### config.mk
export PLATFORM = sky130hd
export DESIGN_NAME = ram_ps2
export DESIGN_NICKNAME = d
export VERILOG_FILES = /design/src/rtl/ram_ps2.sv
export SDC_FILE = /design/constraint.sdc
export NUM_CORES = 1
export LEC_CHECK = 0
export BUFFER_PORTS_ARGS = -buffer_cell sky130_fd_sc_hd__buf_2
export CAP_MARGIN = 5
export CELL_PAD_IN_SITES_DETAIL_PLACEMENT = 0
export CELL_PAD_IN_SITES_GLOBAL_PLACEMENT = 1
export CORE_ASPECT_RATIO = 1.4
export CORE_MARGIN = 1.5
export CORE_UTILIZATION = 48
export DETAILED_ROUTE_END_ITERATION = 7
export PLACE_DENSITY = 0.73
export REMOVE_ABC_BUFFERS = 1
export SETUP_SLACK_MARGIN = 0.02
export SLEW_MARGIN = 20
export SYNTH_ARGS = -nofsm -noshare
export SYNTH_HDL_FRONTEND = slang
export SYNTH_SLANG_ARGS = --single-unit
### constraint.sdc
create_clock -name clock -period 3.5 [get_ports clock]
set_clock_uncertainty 0.15 [all_clocks]
set_input_delay 0.7 -clock clock [delete_from_list [all_inputs] [get_ports clock]]
set_output_delay 0.7 -clock clock [all_outputs]
set_load 0.01 [all_outputs]
### src/rtl/ram_ps2.sv
// Simple dual-port RAM with a built-in default image that is present from power-up
// and can be restored by a reset-triggered init sequence (one word per clock).
module ram_ps2 #(
  parameter int DATA_WIDTH = 8,
  parameter int ADDR_WIDTH = 4
) (
  input  logic                  clock,
  input  logic                  reset,
  input  logic [DATA_WIDTH-1:0] data,
  input  logic [ADDR_WIDTH-1:0] wraddress,
  input  logic                  wren,
  input  logic [ADDR_WIDTH-1:0] rdaddress,
  output logic [DATA_WIDTH-1:0] q,
  output logic                  init_busy
);

  localparam int DEPTH = 2 ** ADDR_WIDTH;

  // Low address nibble repeated across the word, truncated at DATA_WIDTH.
  function automatic logic [DATA_WIDTH-1:0] image_word(input int unsigned idx);
    logic [3:0]              nib;
    logic [4*DATA_WIDTH-1:0] rep;
    nib = idx[3:0];
    rep = {DATA_WIDTH{nib}};
    return rep[DATA_WIDTH-1:0];
  endfunction

  logic [ADDR_WIDTH-1:0] cnt_q = '0;
  logic [ADDR_WIDTH-1:0] cnt_d;
  logic                  busy_q = 1'b0;
  logic                  busy_d;
  logic [DATA_WIDTH-1:0] q_q = '0;
  logic [DATA_WIDTH-1:0] q_d;

  logic                  mem_we;
  logic [ADDR_WIDTH-1:0] mem_waddr;
  logic [DATA_WIDTH-1:0] mem_wdata;
  logic [DATA_WIDTH-1:0] mem_rd [DEPTH];

  always_comb begin
    cnt_d     = cnt_q;
    busy_d    = busy_q;
    q_d       = q_q;
    mem_we    = 1'b0;
    mem_waddr = wraddress;
    mem_wdata = data;
    if (busy_q) begin
      // Init owns the write port; user writes are dropped and q reads as zero.
      mem_we    = 1'b1;
      mem_waddr = cnt_q;
      mem_wdata = image_word(int'(cnt_q));
      cnt_d     = cnt_q + 1'b1;
      q_d       = '0;
      if (&cnt_q) begin
        busy_d = 1'b0;
      end
    end else begin
      mem_we = wren;
      q_d    = mem_rd[rdaddress];
    end
  end

  always_ff @(posedge clock) begin
    if (reset) begin
      q_q    <= '0;
      busy_q <= 1'b1;
      cnt_q  <= '0;
    end else begin
      q_q    <= q_d;
      busy_q <= busy_d;
      cnt_q  <= cnt_d;
    end
  end

  // One register per word so each can carry its own power-up value.
  for (genvar i = 0; i < DEPTH; i++) begin : g_word
    logic [DATA_WIDTH-1:0] word_q = image_word(i);

    always_ff @(posedge clock) begin
      if (!reset && mem_we && (mem_waddr == ADDR_WIDTH'(i))) begin
        word_q <= mem_wdata;
      end
    end

    assign mem_rd[i] = word_q;
  end

  assign q         = q_q;
  assign init_busy = busy_q;

endmodule

==> key figures <==
Outcome
  • Status: completed

Critical path
  • Worst EP arrival: roughly 2.3 ns
  • Critical path origin: init_busy
  • Critical path endpoint category: flop
  • Worst path required time: roughly 3.4 ns
  • Largest fanout on the critical path: 18
  • Kind of critical path: flop to flop
  • Reg2reg start: init_busy
  • Crit start category: flop
  • R2r setup slk: 1.06 ns
  • Reg2reg end: g_word[1].word_q[3]
  • Reg2reg path depth: 4

Finish
  • Diode count: 0
  • Area added between synthesis and finish: 18.04%
  • Proportion of layout cells with a drive suffix above 1: between 20% and 30%
  • Most frequent cells in the layout: 128 x edfxtp_1, 27 x buf_2, 25 x nor2_1, 25 x mux4_2
  • Most common cell after layout, fill and taps aside: edfxtp_1
  • Final net count: between 300 and 400

Routing
  • First DRT Iteration DRCs: 229
  • Vias per cell: 5.567
  • Residual DRC: 0
  • Total wire length: between 10 and 15 mm
  • Final ANT Viol Nets: 0
  • Routed len/inst: roughly 22 µm
  • Vias: ~2,900
  • Router iterations before antenna repair: 4

Min path
  • Hold path endpoint: init_busy
  • Hold Path Depth: 2
  • Hold Path Class: flop to flop
  • HP Start: cnt_q[3]

Yosys
  • Post-synthesis sequential area ratio: about three quarters
  • Post-synth EDFFs: approximately 130
  • Cell count after synthesis: 309
  • Cell accounting for the most synthesized area: edfxtp_1
  • Synth area leaders: edfxtp_1 69%, mux4_2 10%, dfxtp_1 4.7%
  • Mapped Area: between 0.005 and 0.006 mm²
  • Count of different cell masters after synthesis: 35
  • Syn avg cell area: between 15 and 20 µm²
  • Flops & latches, synth: approximately 140
  • Top cell type's share of synthesized area: ~69%
  • YS warnings: 0
  • Post-synth top flop: edfxtp_1
  • Post-synth ARST share: 0%

Timing
  • Max frequency: around 0.41 GHz
  • Setup_tns: 0 ns
  • Max transition margin: 46.05%
  • Fin crit share: between 60% and 70%
  • Final setup fails: 0
  • RSZ-0062 raised after global routing: no
  • Hold Fails Final Rpt: 0
  • Hold slack: ~0.40 ns
  • Final max-slew violation count: 0
  • Period minus WS final: 2.437 ns
  • Worst slew pin tran: a little over 0.8 ns

Floorplanning
  • Core ar.: around 0.011 mm²
  • DIE AREA: ~0.012 mm²
  • I/O pin count: 28
  • # rows: 46
  • Die Wd: ~94 µm
  • Initial Util: approximately half
  • Die Y: approximately 130 µm

Clocking
  • Root Driver: clkbuf_16
  • TritonCTS clock tree: done
  • Number of hold buffers added after CTS: 0
  • H-Tree Depth: 4
  • # Post-CTS Setup Buffers: 0
  • Skew-Pair Late Insertion Delay: 0.41 ns
  • CTS Buffer Depth: 2
  • CTS sink cnt: 141
  • TritonCTS buffer count: 17
  • Resized cells post-CTS: 0
  • CTS clock-pin slew for the worst setup and hold paths: 0.06 ns

Power and ir drop
  • LEAKAGE: about 2.3 nW
  • Pwr per Cell Area: 601.8 mW/mm²
  • Worst vdd ir: 0.3407 mV
  • Pwr Total: 3.956 mW

Placed design
  • Port bufs: 27
  • Routability Congestion: about 0.81
  • Post-DP HPWL: 7.762 mm

Global route
  • Grt total ovfl: 0
  • Largest net degree at the start of global routing: 27
  • Initial antenna violation count: 0
  • Vias in the first global route: 2,865
  • GRT Total Usage: between 20% and 30%
  • Global-route wire length before repair: between 15 and 20 mm

Run
  • Number of max-cap violations: 0
## state kept, by name, summed over array words and instances, names as in the netlist
signal and cells:
q 8, g_word.word_q 128, init_busy 1, cnt_q 4
## power by group
group,switching (mW),internal [mW],total (mW)
clock network,0.641,1.25,1.89
logic,0.109,0.0716,0.181
registers,0.0113,1.87,1.88
total,0.762,3.19,3.96
## area by class of cell
type / count / area [µm²]
Fill cell: 830 / 4765
Sequential cell: 141 / 4104
Multi-Input combinational cell: 140 / 1338
Clock buffer: 18 / 429.2
Timing Repair Buffer: 45 / 282.8
Clock inverter: 14 / 198.9
Tap cell: 144 / 180.2
Inverter: 11 / 41.29
## stage by stage
stage | setup WS, ns | util (%) | cell area (µm²) | std cells
after CTS | 0.9921 | 57.98 | 6574 | 513
after global placement | 0.8134 | 52.44 | 5946 | 481
after detailed placement | 0.8150 | 52.44 | 5946 | 481
after floorplan | 1.191 | - | 5483 | 292
after global routing | 0.8342 | 57.98 | 6574 | 513
final | 1.063 | 57.98 | 6574 | 513
## synthesized netlist by cell type, types with 2 or more instances
cell,number
edfxtp_1,128
mux4_2,25
nor2_1,25
mux2i_1,15
dfxtp_1,13
inv_1,11
clkbuf_1,9
o21ai_0,9
a22o_1,8
a221o_1,7
a22oi_1,7
and3_1,7
nand2_1,6
nand2b_1,6
a31oi_1,3
buf_2,3
nor3b_1,3
a21oi_1,2
buf_1,2
buf_6,2
mux2_2,2
nor3_1,2
o32a_1,2
## per-layer routing
metal / GRT usage, % / share of wire (%) / vias up
li1: - / - / 1331
met1: 24.78 / 39 / 1410
met2: 34.65 / 53 / 94
met3: 4.514 / 5.2 / 21
met4: 9.482 / 3.5 / 0
met5: 0 / 0 / -
## cell families after synthesis
family | share of synthesized area [%]
multiplexers | 13.21
AO/OA/AOI/OAI | 5.437
AND/OR/NAND/NOR | 4.831
buffers and inverters | 2.292
adder cells (fa/ha/maj) | 0.2246
XOR/XNOR | 0.3146
flip-flops | 73.69
## critical path, stage by stage, from the launching register on
cell and delay, ns:
dfxtp_1 0.63, nor2_1 0.10, nor2_1 0.26, o21ai_0 0.25, nor2_1 0.68
## worst max-delay path by stage
| stage | endpoint | slack (ns) |
|---|---|---|
| after CTS | g_word[9].word_q[6] | 0.99 |
| after global routing | g_word[9].word_q[0] | 0.83 |
| after detailed placement | q[6] | 0.81 |
| final | g_word[1].word_q[3] | 1.06 |
| after global placement | q[2] | 0.81 |
| after floorplan | g_word[12].word_q[0] | 1.19 |
(Power assumes the default switching activity.)
